==> src/rtl/libhdl_fifo_pkt.sv <==
`default_nettype none
// libhdl_fifo_pkt: common-clock packet FIFO; beats become readable only once the packet's last beat commits.
// Optional oversize-packet discard is enabled by defining LIBHDL_FIFO_PKT_DROP_EN.
module libhdl_fifo_pkt #(
  parameter  int DATA_LEN         = 32,
  parameter  int DEPTH            = 16,
  parameter  int ALMOST_EMPTY_CNT = DEPTH / 4,
  parameter  int ALMOST_FULL_CNT  = DEPTH - DEPTH / 4,
  localparam int AW               = $clog2(DEPTH)
) (
  input  logic                i_clk,
  input  logic                i_rst,
  output logic                o_wrdy,
  input  logic                i_wvld,
  input  logic [DATA_LEN-1:0] i_wdat,
  input  logic                i_wlast,
  input  logic                i_wdrop,
  output logic                o_wfull,
  output logic                o_walmost_full,
  output logic [AW:0]         o_wcount,
  output logic                o_werr,
  input  logic                i_rrdy,
  output logic                o_rvld,
  output logic [DATA_LEN-1:0] o_rdat,
  output logic                o_rlast,
  output logic                o_rempty,
  output logic                o_ralmost_empty,
  output logic [AW:0]         o_rcount,
  output logic [AW:0]         o_pkt_cnt
);

  localparam logic [AW:0] DEPTH_W = (AW + 1)'(DEPTH);
  localparam logic [AW:0] AE_W    = (AW + 1)'(ALMOST_EMPTY_CNT);
  localparam logic [AW:0] AF_W    = (AW + 1)'(ALMOST_FULL_CNT);

  logic [DATA_LEN:0] mem [DEPTH];
  logic [AW:0]       wr_ptr, commit_ptr, rd_ptr, pkt_cnt;
  logic [AW:0]       wr_ptr_nxt, wcount, rcount;
  logic              full, wr_acc, rd_acc, rd_last, store, commit, bypass;

  assign wcount  = wr_ptr - rd_ptr;
  assign rcount  = commit_ptr - rd_ptr;
  assign full    = (wcount == DEPTH_W);
  assign rd_last = mem[rd_ptr[AW-1:0]][DATA_LEN];
  assign wr_acc  = i_wvld && o_wrdy;
  assign rd_acc  = o_rvld && i_rrdy;

`ifdef LIBHDL_FIFO_PKT_DROP_EN
  typedef enum logic {W_PASS = 1'b0, W_DISCARD = 1'b1} wstate_t;
  wstate_t state, state_nxt;
  logic    overflow, werr, werr_nxt;

  // Storage holds nothing but one unfinished packet: it can never commit, so swallow the rest.
  assign overflow = full && (commit_ptr == rd_ptr);
  assign bypass   = overflow || (state == W_DISCARD);
  assign o_wrdy   = !i_rst && (!full || bypass);
  assign o_werr   = werr;

  always_ff @(posedge i_clk or posedge i_rst) begin
    if (i_rst) begin
      state <= W_PASS;
      werr  <= 1'b0;
    end else begin
      state <= state_nxt;
      werr  <= werr_nxt;
    end
  end

  always_comb begin
    state_nxt = state;
    werr_nxt  = 1'b0;
    case (state)
      W_PASS: begin
        if (overflow && !i_wdrop) begin
          if (wr_acc && i_wlast) werr_nxt = 1'b1;
          else                   state_nxt = W_DISCARD;
        end
      end
      W_DISCARD: begin
        if (i_wdrop) begin
          state_nxt = W_PASS;
        end else if (wr_acc && i_wlast) begin
          werr_nxt  = 1'b1;
          state_nxt = W_PASS;
        end
      end
      default: state_nxt = W_PASS;
    endcase
  end
`else
  assign bypass = 1'b0;
  assign o_wrdy = !i_rst && !full;
  assign o_werr = 1'b0;
`endif

  // A drop or a discarded beat rewinds the speculative pointer to the last commit.
  always_comb begin
    store      = wr_acc && !i_wdrop && !bypass;
    commit     = store && i_wlast;
    wr_ptr_nxt = wr_ptr;
    if (i_wdrop || bypass) wr_ptr_nxt = commit_ptr;
    else if (store)        wr_ptr_nxt = wr_ptr + 1'b1;
  end

  always_ff @(posedge i_clk or posedge i_rst) begin
    if (i_rst) begin
      wr_ptr     <= '0;
      commit_ptr <= '0;
      rd_ptr     <= '0;
      pkt_cnt    <= '0;
    end else begin
      wr_ptr <= wr_ptr_nxt;
      if (commit) commit_ptr <= wr_ptr + 1'b1;
      if (rd_acc) rd_ptr <= rd_ptr + 1'b1;
      case ({commit, rd_acc && rd_last})
        2'b10:   pkt_cnt <= pkt_cnt + 1'b1;
        2'b01:   pkt_cnt <= pkt_cnt - 1'b1;
        default: pkt_cnt <= pkt_cnt;
      endcase
    end
  end

  always_ff @(posedge i_clk) begin
    if (store) mem[wr_ptr[AW-1:0]] <= {i_wlast, i_wdat};
  end

  assign o_rvld          = (rd_ptr != commit_ptr);
  assign o_rdat          = mem[rd_ptr[AW-1:0]][DATA_LEN-1:0];
  assign o_rlast         = rd_last;
  assign o_wfull         = full;
  assign o_walmost_full  = (wcount >= AF_W);
  assign o_wcount        = wcount;
  assign o_rempty        = (rcount == '0);
  assign o_ralmost_empty = (rcount <= AE_W);
  assign o_rcount        = rcount;
  assign o_pkt_cnt       = pkt_cnt;

endmodule
`default_nettype wire

==> config.mk <==
export PLATFORM = sky130hd
export DESIGN_NAME = libhdl_fifo_pkt
export DESIGN_NICKNAME = d
export VERILOG_FILES = /design/src/rtl/libhdl_fifo_pkt.sv
export SDC_FILE = /design/constraint.sdc
export NUM_CORES = 1
export LEC_CHECK = 0
export ABC_AREA = 1
export CELL_PAD_IN_SITES_DETAIL_PLACEMENT = 0
export CELL_PAD_IN_SITES_GLOBAL_PLACEMENT = 1
export CORE_AREA = 2 2 326 231
export CTS_BUF_LIST = sky130_fd_sc_hd__clkbuf_4 sky130_fd_sc_hd__clkbuf_8
export DETAILED_ROUTE_END_ITERATION = 8
export DIE_AREA = 0 0 328 233
export HOLD_SLACK_MARGIN = 0.15
export PLACE_DENSITY = 0.58
export SLEW_MARGIN = 20
export SYNTH_ARGS = -nofsm -noshare
export SYNTH_HDL_FRONTEND = slang
export SYNTH_SLANG_ARGS = --single-unit
==> constraint.sdc <==
create_clock -name i_clk -period 7.1 [get_ports i_clk]
set_clock_uncertainty 0.05 [all_clocks]
set_input_delay 1.42 -clock i_clk [delete_from_list [all_inputs] [get_ports i_clk]]
set_output_delay 1.42 -clock i_clk [all_outputs]
set_load 0.05 [all_outputs]
After elaboration in Yosys (flattened, before gate mapping)

Memory sizes are Yosys's and may differ from the RTL's.
Cells that the tools add are included.

Register bits: 20
Memory bits (writable): 528
Input bits: 38
Output and inout port bits: 55
Word-level logic and storage cells: 34
Memories kept: 1

Add/sub/neg operators: 6
$lt $le $gt $ge: 2
Equality and inequality tests: 4
Muxes and demuxes: 5
Reductions and logical operators: 12

Memories:

| name | words | bits a word | rd ports | clocked after Yosys merged registers in | write ports | RTL line | RTL |
|---|---|---|---|---|---|---|---|
| mem  | 16    | 33          | 1        | 0                                       | 1           | 36       | `logic [DATA_LEN:0] mem [DEPTH];` |

Operators with widths:

| operator            | count |
|---|---|
| $add 5x1->5 const B | 3 |
| $mux 5              | 2 |
| $pmux 5 s2          | 1 |
| $sub 5x5->5         | 2 |
| $logic_and 1x1->1   | 6 |
| $eq 5x5->1 const B  | 1 |
| $ge 5x4->1 const B  | 1 |
| $le 5x3->1 const B  | 1 |
| $logic_not 5->1     | 1 |
| $ne 5x5->1          | 1 |
| $sub 5x1->5 const B | 1 |
| $reduce_bool 2->1   | 2 |
| $logic_not 1->1     | 3 |
| $eq 2x1->1 const B  | 1 |
| $eq 2x2->1 const B  | 1 |
| $mux 1              | 2 |

Logic depth before layout (Yosys ltp)

Word-level depth: 9
Gate-level depth with buffers: 19

Least setup slack after synthesis

OpenSTA, ideal clock, no wires.

Kind: reg-to-reg
Start point: register rd_ptr[1]
End point: memory mem[15][0] in the netlist's numbering (enable)
Setup time: 464 ps
Data arrival time: 4563 ps
Required time: 6586 ps
Slack: 2023 ps
Cell stages (with the launch flop): 10
Clock period less this slack: 5077 ps
Path through: dfrtp_1 -> inv_1 -> buf_2 -> buf_2 -> fa_1 -> or2_2 -> nor2_1 -> nand3_2 -> nand3_4 -> nor3_1

Word-level cells in the longest chain between the ends: 8

Ends and longest elaborated chain:

| element                      | RTL line | RTL |
|---|---|---|
| start: declaration           | 37       | `logic [AW:0] wr_ptr, commit_ptr, rd_ptr, pkt_cnt;` |
| start signal: assignment     | 114      | `if (rd_acc) rd_ptr <= rd_ptr + 1'b1;` |
| $sub 5x5->5                  | 41       | `assign wcount = wr_ptr - rd_ptr;` |
| net o_wcount[1]              | 20       | `output logic [AW:0] o_wcount,` |
| $eq 5x5->1                   | 43       | `assign full = (wcount == DEPTH_W);` |
| $logic_not 1->1              | 92       | `assign o_wrdy = !i_rst && !full;` |
| $logic_and 1x1->1            | 92       |  |
| $logic_and 1x1->1            | 45       | `assign wr_acc = i_wvld && o_wrdy;` |
| $logic_and 1x1->1            | 98       | `store = wr_acc && !i_wdrop && !bypass;` |
| $mux 1                       | 124      | `if (store) mem[wr_ptr[AW-1:0]] <= {i_wlast, i_wdat};` |
| $mux 1 (not written as such) | 124      |  |
| end: declaration             | 36       |  |

The timed path passes the listed nets, and every way through them passes these cells.

Final worst setup path

Start point: register rd_ptr[0]
End point: output port o_rdat[26]

Word-level cells in the longest chain between the ends: 1

Ends and longest elaborated chain:

| element          | RTL line | RTL |
|---|---|---|
| $mem_v2 16x33    | --       |  |
| end: declaration | 24       | `output logic [DATA_LEN-1:0] o_rdat,` |

No other way between the ends.

==> flow_summary.toml <==
[power]
peakVddDrop_mv = 0.333
power.density_nw_per_um2 = 433
leakage_nw = 8.21

[global_routing]
grtUsageMet3_pct = 3.24
grt_most_used_layer = "met2"
grt_max_degree = 101
gr-usage-met1_pct = 22.5
first_global_vias = 13721
grt_pass1_wl_mm = 90.4
grt_overflow = 0
met2_usage_pct = 25.1
antenna_found_initial = 2
track_usage_pct = 15.9

[route]
drt_wl_total_mm = 61.2
via_per_inst = 4.95
wl_per_cell_um = 21.9
routed-via-count = 13816
drtPass1Iterations = 5
drt_iter0_markers = 1258
drc = 0
ant_nets = 0

[sta]
fin_tns_setup_ns = 0
hold_viol = 0
fmax_mhz = 170
final.min_clock_period_ns = 5.88
maxSlewHeadroom_pct = 24.8
tightest_slew_ns = 1.12
final-max-slew-violation-count = 0
setup_violations = 0
setup_ws_ns = 1.22
grt_setup_unrepaired = "false"
period_share_pct = 82.8

[critical_path]
endpoint_kind = "output pin"
cp-start-kind = "flop"
worstPathRequired_ns = 5.63
path_class = "reg2out"
cp.arrival_ns = 4.41
crit_fanout = 100

[placement]
place_congestion = 0.756
port_buffers = 91
dp_slack_ns = 1.97
hpwl_mm = 31.3

[logic_synthesis]
ys_types = 37
syn_inst = 1647
yosysSeqAreaShare_pct = 74.9
syn-num-nets = 1705
synth_seq_cells = 548
yosysWarnings = 0
synth.area.top_cells = "edfxtp_1, o21ai_0, nor2_1, dfrtp_1, o221ai_1"
yosysTopAreaCellShare_pct = 72.6
yosys.area.top_type = "edfxtp_1"
syn_area_per_cell_um2 = 13.3
synthesis.area_um2 = 21800

[run_status]
status = "complete, no violations"

[cells_and_area]
drive_gt1_share_pct = 10.6
fillCellCount = 7114
insertedDiodeCount = 0
multi_input_area_um2 = 5040
finalNetCount = 1810
ff_latch_area_um2 = 16400
area_delta_synth_final_pct = 16.9

[clocking]
cts_buffer_depth = 3
cts_tree = "built"
cts_setup_buffers = 0
clkLatencyLatePin_ns = 0.67
hold_buffers = 0
clock-sinks = 548
numCtsBuffers = 85
h-tree-depth = 3
cts_resized = 0
root_buffer = "clkbuf_8"
clk_pin_slew_ns = 0.06

[flow_run]
maxCapViolCount = 0

[floorplan]
die_x_um = 328
dieArea_um2 = 76400
pin_count = 93
num_rows = 83
core_um2 = 73000
start_util_pct = 29.9
die_y_um = 233

[worst_hold_path]
hold_path.class = "reg2reg"
## sequential cells by signal (all words and copies together), names as in the netlist
register,count
mem,528
wr_ptr,5
o_pkt_cnt,5
commit_ptr,5
rd_ptr,5
## synth_stat cells
cell      count
o21ai_1       1
fa_1          3
nand2_4       2
ha_1         17
clkbuf_2      1
dfrtp_1      20
nand2_1     124
clkinv_1      1
o21ai_0     271
nand4_1       1
nor2_2        1
clkbuf_1     70
o22ai_1      76
buf_6         1
nor2_4        1
buf_2        26
nand3_4       1
a31oi_1       1
o211ai_1     10
buf_1         3
conb_1        1
o221ai_1     56
inv_2         1
nand4_2       1
edfxtp_1    528
nand3_1      76
xor2_1        8
xnor2_1       6
a21oi_1      11
or2_2         2
nor2_1      289
nor3_1        2
nand3_2       1
a21o_1        1
nand2_2       1
buf_4         5
inv_1        27
## kinds of logic (layout without fill, tap and decap cells)
kind of cell    count (synthesis)  in the layout  share of synthesized area, %
fa+ha+maj                      20             20                          1.25
xor+xnor                       14             14                         0.561
simple gates                  502            502                          9.37
other cells                     1              1                        0.0172
compound gates                427            427                          11.3
buf+inv                       135            303                          2.60
flops                         548            548                          74.9
## area by class of cell
cell class                 instances  share of cell area, %
timing repair buffer             124                   4.64
sequential                       548                   64.1
multi-input combinational        964                   19.7
inverter                          29                  0.456
tap                              977                   4.79
clock buffer                     112                   5.45
clock inverter                    38                  0.799
## where the power goes
part | switching [W] | internal, W
registers | 0.000204 | 0.00366
logic | 0.00328 | 0.00136
clock network | 0.00124 | 0.00131
## worst max-delay path: stages (launching register included)
cell and delay [ns]:
dfrtp_4 0.82, inv_6 0.73, buf_4 0.56, o21ai_0 0.15, o221ai_1 0.22, nand3_1 0.14, nand3_1 0.13, clkdlybuf4s50_1 0.84
## per-layer routing
| metal | vias up | wire length, µm |
|---|---|---|
| met2 | 385 | 27900 |
| met1 | 6985 | 28900 |
| met5 | - | 26 |
| met3 | 82 | 3450 |
| li1 | 6360 | - |
| met4 | 4 | 963 |
## cells in the final DEF, fill, tap and decap left out, types with 9 or more instances in the layout
| cell type | count |
|---|---|
| edfxtp_1 | 528 |
| nand3_1 | 76 |
| buf_4 | 31 |
| clkbuf_4 | 24 |
| nor2_4 | 17 |
| clkinv_2 | 9 |
| ha_1 | 17 |
| a21oi_1 | 11 |
| o221ai_1 | 56 |
| o21ai_0 | 271 |
| dfrtp_1 | 17 |
| nand2_1 | 124 |
| clkdlybuf4s50_1 | 91 |
| clkbuf_8 | 88 |
| o22ai_1 | 76 |
| clkinv_1 | 23 |
| nor2_1 | 274 |
| o211ai_1 | 10 |
| inv_1 | 25 |
## final timing paths
path	from	endpoint	slack, ns	depth (start not counted)
setup / recovery	rd_ptr[0]	o_rdat[26]	1.22	7
hold reg to reg	o_pkt_cnt[4]	o_pkt_cnt[4]	0.44	1
max in group asynchronous	i_rst	rd_ptr[0]	5.14	2
hold / removal	o_pkt_cnt[4]	o_pkt_cnt[4]	0.44	1
setup reg to reg	rd_ptr[1]	mem[5][17]	2.35	12
min in group asynchronous	i_rst	commit_ptr[3]	1.22	2
## stage by stage
| stage | cells | hold WS [ns] | util (%) | cell area (µm²) | total power, W |
|---|---|---|---|---|---|
| 3_3_place_gp | 2641 | 0.436 | 32.7 | 23900 | 0.00860 |
| 2_1_floorplan | 1647 | 0.413 | - | 21800 | 0.00696 |
| 4_1_cts | 2792 | 0.446 | 35.0 | 25500 | 0.0112 |
| 6_report | 2792 | 0.436 | 35.0 | 25500 | 0.0111 |
| 5_1_grt | 2792 | 0.462 | 35.0 | 25500 | 0.0117 |
| 3_5_place_dp | 2642 | 0.437 | 32.8 | 23900 | 0.00861 |
(Power assumes the default switching activity.)
